`src/rtl/multicycle_ctrl_hs_pkg.sv`:
```
// rtl/multicycle_ctrl_hs_pkg.sv - shared encodings for the multi-cycle controller
package cpu_pkg;

  localparam logic [3:0] OPC_LD   = 4'b0000;
  localparam logic [3:0] OPC_SW   = 4'b0001;
  localparam logic [3:0] OPC_J    = 4'b0010;
  localparam logic [3:0] OPC_BRZ  = 4'b0100;
  localparam logic [3:0] OPC_R    = 4'b1000;
  localparam logic [3:0] OPC_ADDI = 4'b1100;
  localparam logic [3:0] OPC_SUBI = 4'b1101;
  localparam logic [3:0] OPC_ANDI = 4'b1110;
  localparam logic [3:0] OPC_ORI  = 4'b1111;

  localparam logic [7:0] FN_MVTO = 8'h01;
  localparam logic [7:0] FN_MVFR = 8'h02;
  localparam logic [7:0] FN_ADD  = 8'h04;
  localparam logic [7:0] FN_SUB  = 8'h08;
  localparam logic [7:0] FN_AND  = 8'h10;
  localparam logic [7:0] FN_OR   = 8'h20;
  localparam logic [7:0] FN_NOT  = 8'h40;
  localparam logic [7:0] FN_NOP  = 8'h80;

  typedef enum logic [1:0] {ALU_ADD = 2'b00, ALU_SUB = 2'b01, ALU_AND = 2'b10, ALU_OR = 2'b11} alu_op_e;
  typedef enum logic [1:0] {SRCB_REG = 2'b00, SRCB_ONE = 2'b01, SRCB_IMM = 2'b10} alu_src_b_e;
  typedef enum logic [1:0] {PC_ALU = 2'b00, PC_JMP = 2'b01, PC_BR = 2'b10} pc_sel_e;
  typedef enum logic [2:0] {WB_MEM = 3'b000, WB_MVTO = 3'b001, WB_MVFR = 3'b010,
                            WB_ALU = 3'b011, WB_NOT = 3'b100} wb_sel_e;
  typedef enum logic [1:0] {FLT_NONE = 2'b00, FLT_OPC = 2'b01, FLT_FUNC = 2'b10, FLT_BUS = 2'b11} fault_e;

  typedef enum logic [3:0] {
    S_FETCH, S_DECODE, S_LD, S_LD_WB, S_ST, S_JMP, S_BRZ,
    S_MVTO, S_MVFR, S_ALU_EX, S_IMM_EX, S_ALU_WB, S_NOT_WB, S_TRAP
  } state_e;

endpackage

```
`src/rtl/mem_wait_timer.sv`:
```
// rtl/mem_wait_timer.sv - memory wait counter that flags a bus timeout
module mem_wait_timer #(
  parameter int TMO_CYC = 15
) (
  input  logic clk,
  input  logic rst,
  input  logic clr,
  input  logic en,
  output logic expired
);

  localparam int CW  = (TMO_CYC > 0) ? $clog2(TMO_CYC + 1) : 1;
  localparam int LIM = (TMO_CYC > 0) ? TMO_CYC - 1 : 0;

  logic [CW-1:0] count_q, count_d;

  // Saturates so a disabled timeout never wraps into a false expiry.
  always_comb begin
    count_d = count_q;
    if (clr)
      count_d = '0;
    else if (en && (count_q != {CW{1'b1}}))
      count_d = count_q + 1'b1;
  end

  // Fires on the wait cycle whose increment would reach TMO_CYC.
  assign expired = (TMO_CYC > 0) && en && (count_q == CW'(LIM));

  always_ff @(posedge clk or posedge rst) begin
    if (rst)
      count_q <= '0;
    else
      count_q <= count_d;
  end

endmodule

```
`src/rtl/multicycle_ctrl_hs.sv`:
```
// rtl/multicycle_ctrl_hs.sv - multi-cycle CPU control FSM with memory handshake and fault trap
module multicycle_ctrl_hs
  import cpu_pkg::*;
#(
  parameter int INST_W  = 16,
  parameter int OPC_W   = 4,
  parameter int FUNC_W  = 9,
  parameter int TMO_CYC = 15
) (
  input  logic              clk,
  input  logic              rst,
  input  logic [INST_W-1:0] Inst,
  input  logic              mem_ready,
  output logic              mem_read,
  output logic              mem_write,
  output logic              mem_adr_sel,
  output logic              IR_write,
  output logic              pc_write,
  output logic              pc_write_cond,
  output logic [1:0]        pc_sel,
  output logic              alu_src_a,
  output logic [1:0]        alu_src_b,
  output logic [1:0]        alu_op,
  output logic              reg_write_en,
  output logic              reg_write_adr,
  output logic [2:0]        reg_write_sel,
  output logic              busy,
  output logic              fault,
  output logic [1:0]        fault_code
);

  state_e state_q, state_d, dec_next;
  fault_e fault_code_q, fault_code_d, dec_fault;

  logic [OPC_W-1:0]  opcode;
  logic [FUNC_W-1:0] func;
  logic [7:0]        func8;
  logic              opc_hi_zero, func_ok;
  logic              tmr_en, tmr_expired;

  assign opcode      = Inst[INST_W-1 -: OPC_W];
  assign func        = Inst[FUNC_W-1:0];
  assign func8       = func[7:0];
  assign opc_hi_zero = ((opcode >> 4) == '0);
  assign func_ok     = ((func >> 8) == '0) && $onehot(func);

  assign tmr_en = (state_q inside {S_FETCH, S_LD, S_ST}) && !mem_ready;

  mem_wait_timer #(.TMO_CYC(TMO_CYC)) u_timer (
    .clk     (clk),
    .rst     (rst),
    .clr     (!tmr_en),
    .en      (tmr_en),
    .expired (tmr_expired)
  );

  always_comb begin
    dec_next  = S_TRAP;
    dec_fault = FLT_OPC;
    if (opc_hi_zero) begin
      case (opcode[3:0])
        OPC_LD:  dec_next = S_LD;
        OPC_SW:  dec_next = S_ST;
        OPC_J:   dec_next = S_JMP;
        OPC_BRZ: dec_next = S_BRZ;
        OPC_ADDI, OPC_SUBI, OPC_ANDI, OPC_ORI: dec_next = S_IMM_EX;
        OPC_R: begin
          dec_fault = FLT_FUNC;
          if (func_ok) begin
            case (func8)
              FN_MVTO: dec_next = S_MVTO;
              FN_MVFR: dec_next = S_MVFR;
              FN_ADD, FN_SUB, FN_AND, FN_OR: dec_next = S_ALU_EX;
              FN_NOT:  dec_next = S_NOT_WB;
              FN_NOP:  dec_next = S_FETCH;
              default: dec_next = S_TRAP;
            endcase
          end
        end
        default: dec_next = S_TRAP;
      endcase
    end
  end

  always_comb begin
    state_d       = state_q;
    fault_code_d  = fault_code_q;
    mem_read      = 1'b0;
    mem_write     = 1'b0;
    mem_adr_sel   = 1'b0;
    IR_write      = 1'b0;
    pc_write      = 1'b0;
    pc_write_cond = 1'b0;
    pc_sel        = PC_ALU;
    alu_src_a     = 1'b0;
    alu_src_b     = SRCB_REG;
    alu_op        = ALU_ADD;
    reg_write_en  = 1'b0;
    reg_write_adr = 1'b0;
    reg_write_sel = WB_MEM;
    busy          = 1'b1;
    fault         = 1'b0;
    case (state_q)
      S_FETCH: begin
        mem_read  = 1'b1;
        alu_src_b = SRCB_ONE;
        if (mem_ready) begin
          IR_write = 1'b1;
          pc_write = 1'b1;
          busy     = 1'b0;
          state_d  = S_DECODE;
        end else if (tmr_expired) begin
          state_d      = S_TRAP;
          fault_code_d = FLT_BUS;
        end
      end
      S_DECODE: begin
        state_d = dec_next;
        if (dec_next == S_TRAP)
          fault_code_d = dec_fault;
      end
      S_LD, S_ST: begin
        mem_read    = (state_q == S_LD);
        mem_write   = (state_q == S_ST);
        mem_adr_sel = 1'b1;
        if (mem_ready) begin
          state_d = (state_q == S_LD) ? S_LD_WB : S_FETCH;
        end else if (tmr_expired) begin
          state_d      = S_TRAP;
          fault_code_d = FLT_BUS;
        end
      end
      S_LD_WB: begin
        reg_write_en = 1'b1;
        state_d      = S_FETCH;
      end
      S_JMP: begin
        pc_write = 1'b1;
        pc_sel   = PC_JMP;
        state_d  = S_FETCH;
      end
      S_BRZ: begin
        alu_src_a     = 1'b1;
        alu_op        = ALU_SUB;
        pc_write_cond = 1'b1;
        pc_sel        = PC_BR;
        state_d       = S_FETCH;
      end
      S_MVTO: begin
        reg_write_en  = 1'b1;
        reg_write_adr = 1'b1;
        reg_write_sel = WB_MVTO;
        state_d       = S_FETCH;
      end
      S_MVFR: begin
        reg_write_en  = 1'b1;
        reg_write_sel = WB_MVFR;
        state_d       = S_FETCH;
      end
      S_ALU_EX: begin
        alu_src_a = 1'b1;
        case (func8)
          FN_SUB:  alu_op = ALU_SUB;
          FN_AND:  alu_op = ALU_AND;
          FN_OR:   alu_op = ALU_OR;
          default: alu_op = ALU_ADD;
        endcase
        state_d = S_ALU_WB;
      end
      S_IMM_EX: begin
        alu_src_a = 1'b1;
        alu_src_b = SRCB_IMM;
        alu_op    = opcode[1:0];
        state_d   = S_ALU_WB;
      end
      S_ALU_WB: begin
        reg_write_en  = 1'b1;
        reg_write_sel = WB_ALU;
        state_d       = S_FETCH;
      end
      S_NOT_WB: begin
        reg_write_en  = 1'b1;
        reg_write_sel = WB_NOT;
        state_d       = S_FETCH;
      end
      S_TRAP: fault = 1'b1;
      default: state_d = S_FETCH;
    endcase
    // Strobes must fall the moment reset hits, not at the next edge.
    if (rst) begin
      mem_read      = 1'b0;
      mem_write     = 1'b0;
      IR_write      = 1'b0;
      pc_write      = 1'b0;
      pc_write_cond = 1'b0;
      reg_write_en  = 1'b0;
    end
  end

  assign fault_code = fault_code_q;

  always_ff @(posedge clk or posedge rst) begin
    if (rst) begin
      state_q      <= S_FETCH;
      fault_code_q <= FLT_NONE;
    end else begin
      state_q      <= state_d;
      fault_code_q <= fault_code_d;
    end
  end

endmodule

```
`config.mk`:
```
export PLATFORM = sky130hd
export DESIGN_NAME = multicycle_ctrl_hs
export DESIGN_NICKNAME = d
export VERILOG_FILES = /design/src/rtl/multicycle_ctrl_hs_pkg.sv /design/src/rtl/mem_wait_timer.sv /design/src/rtl/multicycle_ctrl_hs.sv
export SDC_FILE = /design/constraint.sdc
export NUM_CORES = 1
export LEC_CHECK = 0
export CAP_MARGIN = 30
export CORE_MARGIN = 1
export CORE_UTILIZATION = 51
export CTS_CLUSTER_DIAMETER = 50
export CTS_CLUSTER_SIZE = 28
export DETAILED_ROUTE_END_ITERATION = 8
export GPL_ROUTABILITY_DRIVEN = 0
export PLACE_DENSITY = 0.86
export REMOVE_ABC_BUFFERS = 1
export SYNTH_ARGS = -nofsm -noshare
export SYNTH_HDL_FRONTEND = slang
export SYNTH_SLANG_ARGS = --single-unit
```
`constraint.sdc`:
```
create_clock -name clk -period 3.3 [get_ports clk]
set_clock_uncertainty 0.1 [all_clocks]
set_input_delay 0.495 -clock clk [delete_from_list [all_inputs] [get_ports clk]]
set_output_delay 0.495 -clock clk [all_outputs]
set_load 0.01 [all_outputs]
```
=== Yosys cells after proc, flatten, opt, wreduce, memory -nomap -nowiden ===
Index checks and enable logic that the tools add are counted.

* Input port bits: 19
* Output and inout bits: 22
* Bits in registers: 10
* Word-level logic and storage cells: 106

* Mux-type cells: 39
* Add/sub/neg operators: 9
* Reduce and logical (&&, ||, !) cells: 18
* Equality and inequality tests: 37

{| class="wikitable"
|+ Operators with widths
! operator !! count
|-
| $eq A4 B4 Y1 const B || 13
|-
| $pmux W4 S5 || 2
|-
| $mux W4 || 6
|-
| $pmux W4 S6 || 1
|-
| $eq A4 B3 Y1 const B || 5
|-
| $mux W1 || 17
|-
| $eq A4 B1 Y1 const B || 3
|-
| $eq A4 B2 Y1 const B || 3
|-
| $pmux W2 S2 || 3
|-
| $pmux W2 S3 || 2
|-
| $pmux W3 S4 || 1
|-
| $mux W2 || 5
|-
| $logic_not A9 Y1 || 1
|-
| $add A1 B1 Y2 || 4
|-
| $eq A8 B1 Y1 const B || 1
|-
| $eq A8 B2 Y1 const B || 1
|-
| $eq A8 B3 Y1 const B || 1
|-
| $eq A8 B4 Y1 const B || 1
|-
| $eq A8 B5 Y1 const B || 1
|-
| $eq A8 B6 Y1 const B || 1
|-
| $eq A8 B7 Y1 const B || 1
|-
| $eq A8 B8 Y1 const B || 1
|-
| $logic_not A4 Y1 || 2
|-
| $reduce_or A4 Y1 || 2
|-
| other kinds (16) || 25
|}

=== Depth between registers and ports, before layout ===
* Word-level depth: 11
* Gate-level depth with buffers: 14
* Mapped depth without buffers: 14

=== Hierarchy ===
From an unflattened synthesis, not the netlist that was laid out.

* Cells, all modules: 186
* Area, all modules: 1,442.6 um^2

{| class="wikitable"
|+ By module, submodules not included
! module !! sequential area each (um^2) !! times used !! area each (um^2) !! cells an instance
|-
| multicycle_ctrl_hs || 150.1 || 1 || 1,201.2 || 162
|-
| mem_wait_timer || 100.1 || 1 || 241.5 || 24
|}

=== Least setup slack after synthesis ===
No wires, ideal clock.

* Kind: input to register
* Start point: input port Inst[0]
* End point: register fault_code_q[0], in the netlist fault_code[0]
* Setup time: 0.079 ns
* Cell stages on the path: 13
* Data arrival time: 3.724 ns
* Setup slack: -0.603 ns
* Path buffers: 0
* Data required time: 3.121 ns
* Cells stage by stage: inv_1 fa_1 fa_1 fa_1 inv_1 fa_1 inv_1 fa_1 nor3b_1 a22o_1 or4b_4 o311ai_4 mux2i_1

* Cells in the longest elaborated chain, start to end: 11
* Elaborated cells between the ends (all ways): 21
* Classes of those cells: add/sub (4); eq/ne (11); mux (3); reduce/logical (3)

{| class="wikitable"
|+ RTL lines
! what !! RTL line !! source
|-
| start: declaration || multicycle_ctrl_hs.sv:12 || <nowiki>input logic [INST_W-1:0] Inst,</nowiki>
|-
| $add A1 B1 Y2 (implied by the code) || multicycle_ctrl_hs.sv:45 || <nowiki>assign func_ok = ((func >> 8) == '0) && $onehot(func);</nowiki>
|-
| $add A2 B2 Y3 (implied by the code) || multicycle_ctrl_hs.sv:45 ||
|-
| $add A3 B3 Y4 (implied by the code) || multicycle_ctrl_hs.sv:45 ||
|-
| $add A4 B1 Y4 (implied by the code) || multicycle_ctrl_hs.sv:45 ||
|-
| $eq A4 B1 Y1 || multicycle_ctrl_hs.sv:45 ||
|-
| $logic_and A1 B1 Y1 || multicycle_ctrl_hs.sv:45 ||
|-
| $mux W4 (*) || multicycle_ctrl_hs.sv:69 || <nowiki>if (func_ok) begin</nowiki>
|-
| $pmux W4 S6 (*) || multicycle_ctrl_hs.sv:61 || <nowiki>case (opcode[3:0])</nowiki>
|-
| $eq A4 B4 Y1 (*) || multicycle_ctrl_hs.sv:119 || <nowiki>if (dec_next == S_TRAP)</nowiki>
|-
| $ne A2 B2 Y1 (no line) (*) || - ||
|-
| $reduce_and A4 Y1 (no line) (*) || - ||
|-
| end signal: assignment || multicycle_ctrl_hs.sv:208 || <nowiki>fault_code_q <= fault_code_d;</nowiki>
|-
| end: declaration || multicycle_ctrl_hs.sv:33 || <nowiki>fault_e fault_code_q, fault_code_d, dec_fault;</nowiki>
|}

Every way passes the cells marked *; elsewhere a longest branch is shown, timed or not.
A chain may end at the register's enable or synchronous reset.

=== Final worst setup path ===
* Start point: input port Inst[0]
* End point: register state_q[2]

* Cells in the longest elaborated chain, start to end: 9
* Elaborated cells between the ends (all ways): 19
* Classes of those cells: add/sub (4); eq/ne (9); mux (4); reduce/logical (2)

{| class="wikitable"
|+ RTL lines
! what !! RTL line !! source
|-
| $add A1 B1 Y2 (implied by the code) || multicycle_ctrl_hs.sv:45 ||
|-
| $add A2 B2 Y3 (implied by the code) || multicycle_ctrl_hs.sv:45 ||
|-
| $add A3 B3 Y4 (implied by the code) || multicycle_ctrl_hs.sv:45 ||
|-
| $add A4 B1 Y4 (implied by the code) || multicycle_ctrl_hs.sv:45 ||
|-
| $eq A4 B1 Y1 || multicycle_ctrl_hs.sv:45 ||
|-
| $logic_and A1 B1 Y1 || multicycle_ctrl_hs.sv:45 ||
|-
| $mux W4 (*) || multicycle_ctrl_hs.sv:69 ||
|-
| $pmux W4 S6 (*) || multicycle_ctrl_hs.sv:61 ||
|-
| $pmux W4 S5 (*) || multicycle_ctrl_hs.sv:103 || <nowiki>case (state_q)</nowiki>
|-
| end signal: assignment || multicycle_ctrl_hs.sv:207 || <nowiki>state_q <= state_d;</nowiki>
|-
| end: declaration || multicycle_ctrl_hs.sv:32 || <nowiki>state_e state_q, state_d, dec_next;</nowiki>
|}

Marked as above.

==> impl_summary.txt <==
----------------------------------------------------
[STA]
  Tmin final ... 3.854 ns
  Unrepaired setup endpoints after global routing ... true
  Worst Setup Slack, final ... -0.5541 ns
  Setup TNS ... -2.833 ns
  Maximum clock frequency ... 259.5 MHz
  Final hold violation count ... 0
  # setup viols final ... 6
  Final period utilization ... 116.8%
  Tightest Pin Transition ... 0.4948 ns
  Slew HR ... 66.81%
  Final count of pins violating max slew ... 0

[Setup path]
  Cells along the critical path ... buf_8 > inv_4 > fa_1 > fa_1 > fa_1 > inv_2 > fa_2 > inv_2 > fa_2 > nor3b_2 > a22o_1 > or4b_4 > a211o_1
  Required time worst endpoint ... 3.36 ns
  Crit-path max FO ... 3
  Type of destination of the critical path ... flop
  Most common cell on crit path ... sky130_fd_sc_hd__fa_1
  Dominant delay contributor by cell family on the critical path ... adder cells
  Data arrival, critical path ... 3.92 ns
  Category of the worst setup path launch point ... input pin
  Number of cells on the critical path ... 13
  Worst setup path category ... input pin to flop
  Worst-path cell with the longest stage delay ... sky130_fd_sc_hd__fa_1
  Depth of the most critical reg-to-reg path ... 6
  Maximum cell stage delay along the critical path ... 0.55 ns
  Number of buffers and inverters on the critical path ... 4

[Placed design]
  Instance area after placement ... 1797 µm²
  DP HPWL ... 3.002 mm
  Cell count after placement ... 249
  Number of buffers added on ports ... 37

[Global routing]
  Global route total overflow ... 0
  Antenna violations before repair ... 0
  Number of global-route vias before repair ... 1400
  Wire length of the first global-routing pass ... 6.196 mm
  Pin count of the biggest net entering global routing ... 18
  Gr usage total ... 29.22%

[Synth]
  Avg Inst Size Synth ... 7.493 µm²
  Post-Syn Area ... 1349 µm²
  Number of warnings printed during yosys synthesis ... 0
  Post-synthesis cell count ... 180
  Number of library cell types mapped by synthesis ... 44
  Sequential cell area fraction in the yosys report ... 18.55%
  Number of synthesized register bits ... 10

[Die]
  Placeable core region ... 2477 µm²
  Area enclosed by the die boundary ... 2854 µm²
  Number of top-level pins ... 41
  Floorplan die width ... 53.43 µm
  Rows ... 18
  Initial core utilization ... 54.44%
  Vertical die dimension ... 53.43 µm

[Finish]
  Growth of design area from synthesis to finish ... 42.12%
  Share of final-layout standard cells stronger than drive strength 1 ... 17.26%
  Final standard cell count with taps included and fillers excluded ... 256
  Antenna Diode Count ... 0
  Non-Filler Cell Area, Final ... 1917 µm²
  Most common library cell in the layout ignoring fill and taps ... sky130_fd_sc_hd__clkdlybuf4s50_1
  # nets final ... 258
  Most frequent cells in the layout ... sky130_fd_sc_hd__clkdlybuf4s50_1, sky130_fd_sc_hd__nor2_1, sky130_fd_sc_hd__inv_1, sky130_fd_sc_hd__buf_4, sky130_fd_sc_hd__nand2_1
  Fillcell total ... 189

[Clock network]
  Clock-pin transition on the worst setup and hold timing paths ... 0.07 ns
  Source-to-sink clock delay at the later pin of the worst-skew pair ... 0.27 ns
  Clock root buffer ... sky130_fd_sc_hd__clkbuf_4
  TritonCTS Sinks ... 10
  Cts hold-fix bufs ... 0
  Number of CTS-inserted buffers ... 3
  Clock tree from TritonCTS ... built
  Largest buffer count on any clock path ... 2
  H-tree lvl count ... 1

[Power and ir drop]
  Leakage component of the power ... 0.7999 nW
  Highest ir drop seen on vdd ... 0.4016 mV
  Final Power ... 0.0009619 W
  Ratio of total power to cell area ... 501.8 nW/µm²

[Job]
  Max-cap violations ... 0

[Hold path]
  Hold path depth ... 2
  Worst min path class ... flop to flop

[Route]
  Number of DRC markers in iteration 0 ... 31
  Routed len/inst ... 14.62 µm
  DRC viols ... 0
  Final Routed Wirelength ... 3.743 mm
  Total number of vias ... 1508
  Number of detailed-routing iterations run before antenna repair ... 4
  Final ANT Viol Nets ... 0
  Via/cell ratio ... 5.891

[Outcome]
  Violated checks ... setup timing
  Result of the run ... finished with violations

----------------------------------------------------
==> sequential cells by signal, indices dropped and copies added (netlist names) <==
signal and cells:
u_timer.count_q 4, state_q 4, fault_code 2
==> what timing repair did <==
item,CTS,global route
cloned,0,0
gates resized for setup,28,7
buffers inserted,3,0
pin swaps,16,8
endpoints found under the setup margin,6,7
==> final cells by class <==
class                   count  area (µm²)  share of cell area, %
clock buffers               4       36.28                  1.893
multi-input cells         142        1033                  53.92
repair buffers             51       485.5                  25.33
flip-flops and latches     10       250.2                  13.05
well taps                  30       37.54                  1.958
inverters                  19       73.82                  3.851
==> power breakdown <==
part	total (W)	internal, W	switching, W
Sequential	0.000252	0.000159	0.0000930
Combinational	0.000596	0.000308	0.000288
Clock	0.000113	0.0000671	0.0000463
Total	0.000962	0.000534	0.000428
==> synthesized netlist by cell type (all sizes together) <==
| cell type | count | area share (%) |
|---|---|---|
| xor2 | 3 | 1.9 |
| o21ai | 5 | 1.9 |
| fa | 5 | 7.4 |
| nor2b | 5 | 2.3 |
| o2111a | 1 | 0.83 |
| or4 | 1 | 0.83 |
| mux2i | 3 | 2.2 |
| nor3b | 2 | 1.1 |
| a211o | 3 | 1.9 |
| o21bai | 1 | 0.56 |
| o31ai | 1 | 0.56 |
| dfrtp | 10 | 19 |
| a31oi | 5 | 2.3 |
| nand2 | 14 | 3.9 |
| nor4b | 2 | 1.3 |
| inv | 19 | 5.3 |
| a2111oi | 1 | 0.65 |
| a22o | 1 | 0.65 |
| a211oi | 4 | 2.2 |
| a21oi | 9 | 3.3 |
| nand3 | 4 | 1.5 |
| xnor2 | 2 | 1.3 |
| nand2b | 7 | 3.2 |
| buf | 1 | 0.83 |
| maj3 | 1 | 0.74 |
| ha | 7 | 6.5 |
| o311ai | 2 | 2.6 |
| o211ai | 1 | 0.56 |
| o32ai | 1 | 0.65 |
| o22ai | 1 | 0.46 |
| o21a | 2 | 1.1 |
| and3 | 1 | 0.46 |
| a311o | 1 | 0.74 |
| nand4b | 2 | 1.3 |
| or3b | 1 | 0.65 |
| nor3 | 5 | 1.9 |
| clkbuf | 8 | 2.3 |
| or4b | 1 | 1.0 |
| nand3b | 4 | 2.2 |
| nor4 | 3 | 1.4 |
| nor2 | 28 | 7.8 |
| or3 | 2 | 0.93 |
==> worst min-delay path, cell delays in order (launching register included) <==
cell                      delay (ns)
sky130_fd_sc_hd__dfrtp_1        0.35
sky130_fd_sc_hd__nor2_1         0.05
sky130_fd_sc_hd__mux2i_1        0.13
==> path summary, 6_finish.rpt <==
kind / from / end / slack (ns)
min in group asynchronous: rst / u_timer.count_q[0] / 0.53
worst min register to register: fault_code[0] / fault_code[0] / 0.47
worst max register to register: state_q[0] / fault_code[0] / 1.22
worst max-delay path: Inst[0] / state_q[2] / -0.55
worst min-delay path: fault_code[0] / fault_code[0] / 0.47
max in group asynchronous: rst / state_q[3] / 2.31
==> stage by stage <==
step	hold WS, ns	utilization, %	setup WS, ns
2_1_floorplan	0.2352	-	-0.6033
3_3_place_gp	0.4307	72.53	-1.151
3_5_place_dp	0.4488	72.53	-1.373
4_1_cts	0.4736	76.31	-0.6664
5_1_grt	0.5029	77.37	-0.6336
6_report	0.4682	77.37	-0.5541
==> routing by layer <==
layer,part of all wire (%),GRT usage (%),vias to the layer above
met5,0,0,-
met4,0.94,4.825,0
met2,53,51.25,66
met3,5.8,6.897,4
met1,41,36.10,708
li1,-,-,730
==> cell families (layout without fill, tap and decap cells) <==
kind of cell	after synthesis	count (layout)	share of synthesized area, %
buffers and inverters	28	74	8.442
and+or+nand+nor	82	82	31.82
DFF	10	10	18.55
muxes	3	3	2.226
AOI/OAI and AO/OA	39	39	21.06
xor gates and xnor gates	5	5	3.247
adders and majority gates	13	13	14.66
Note: power is estimated with default switching activity, not from simulation.
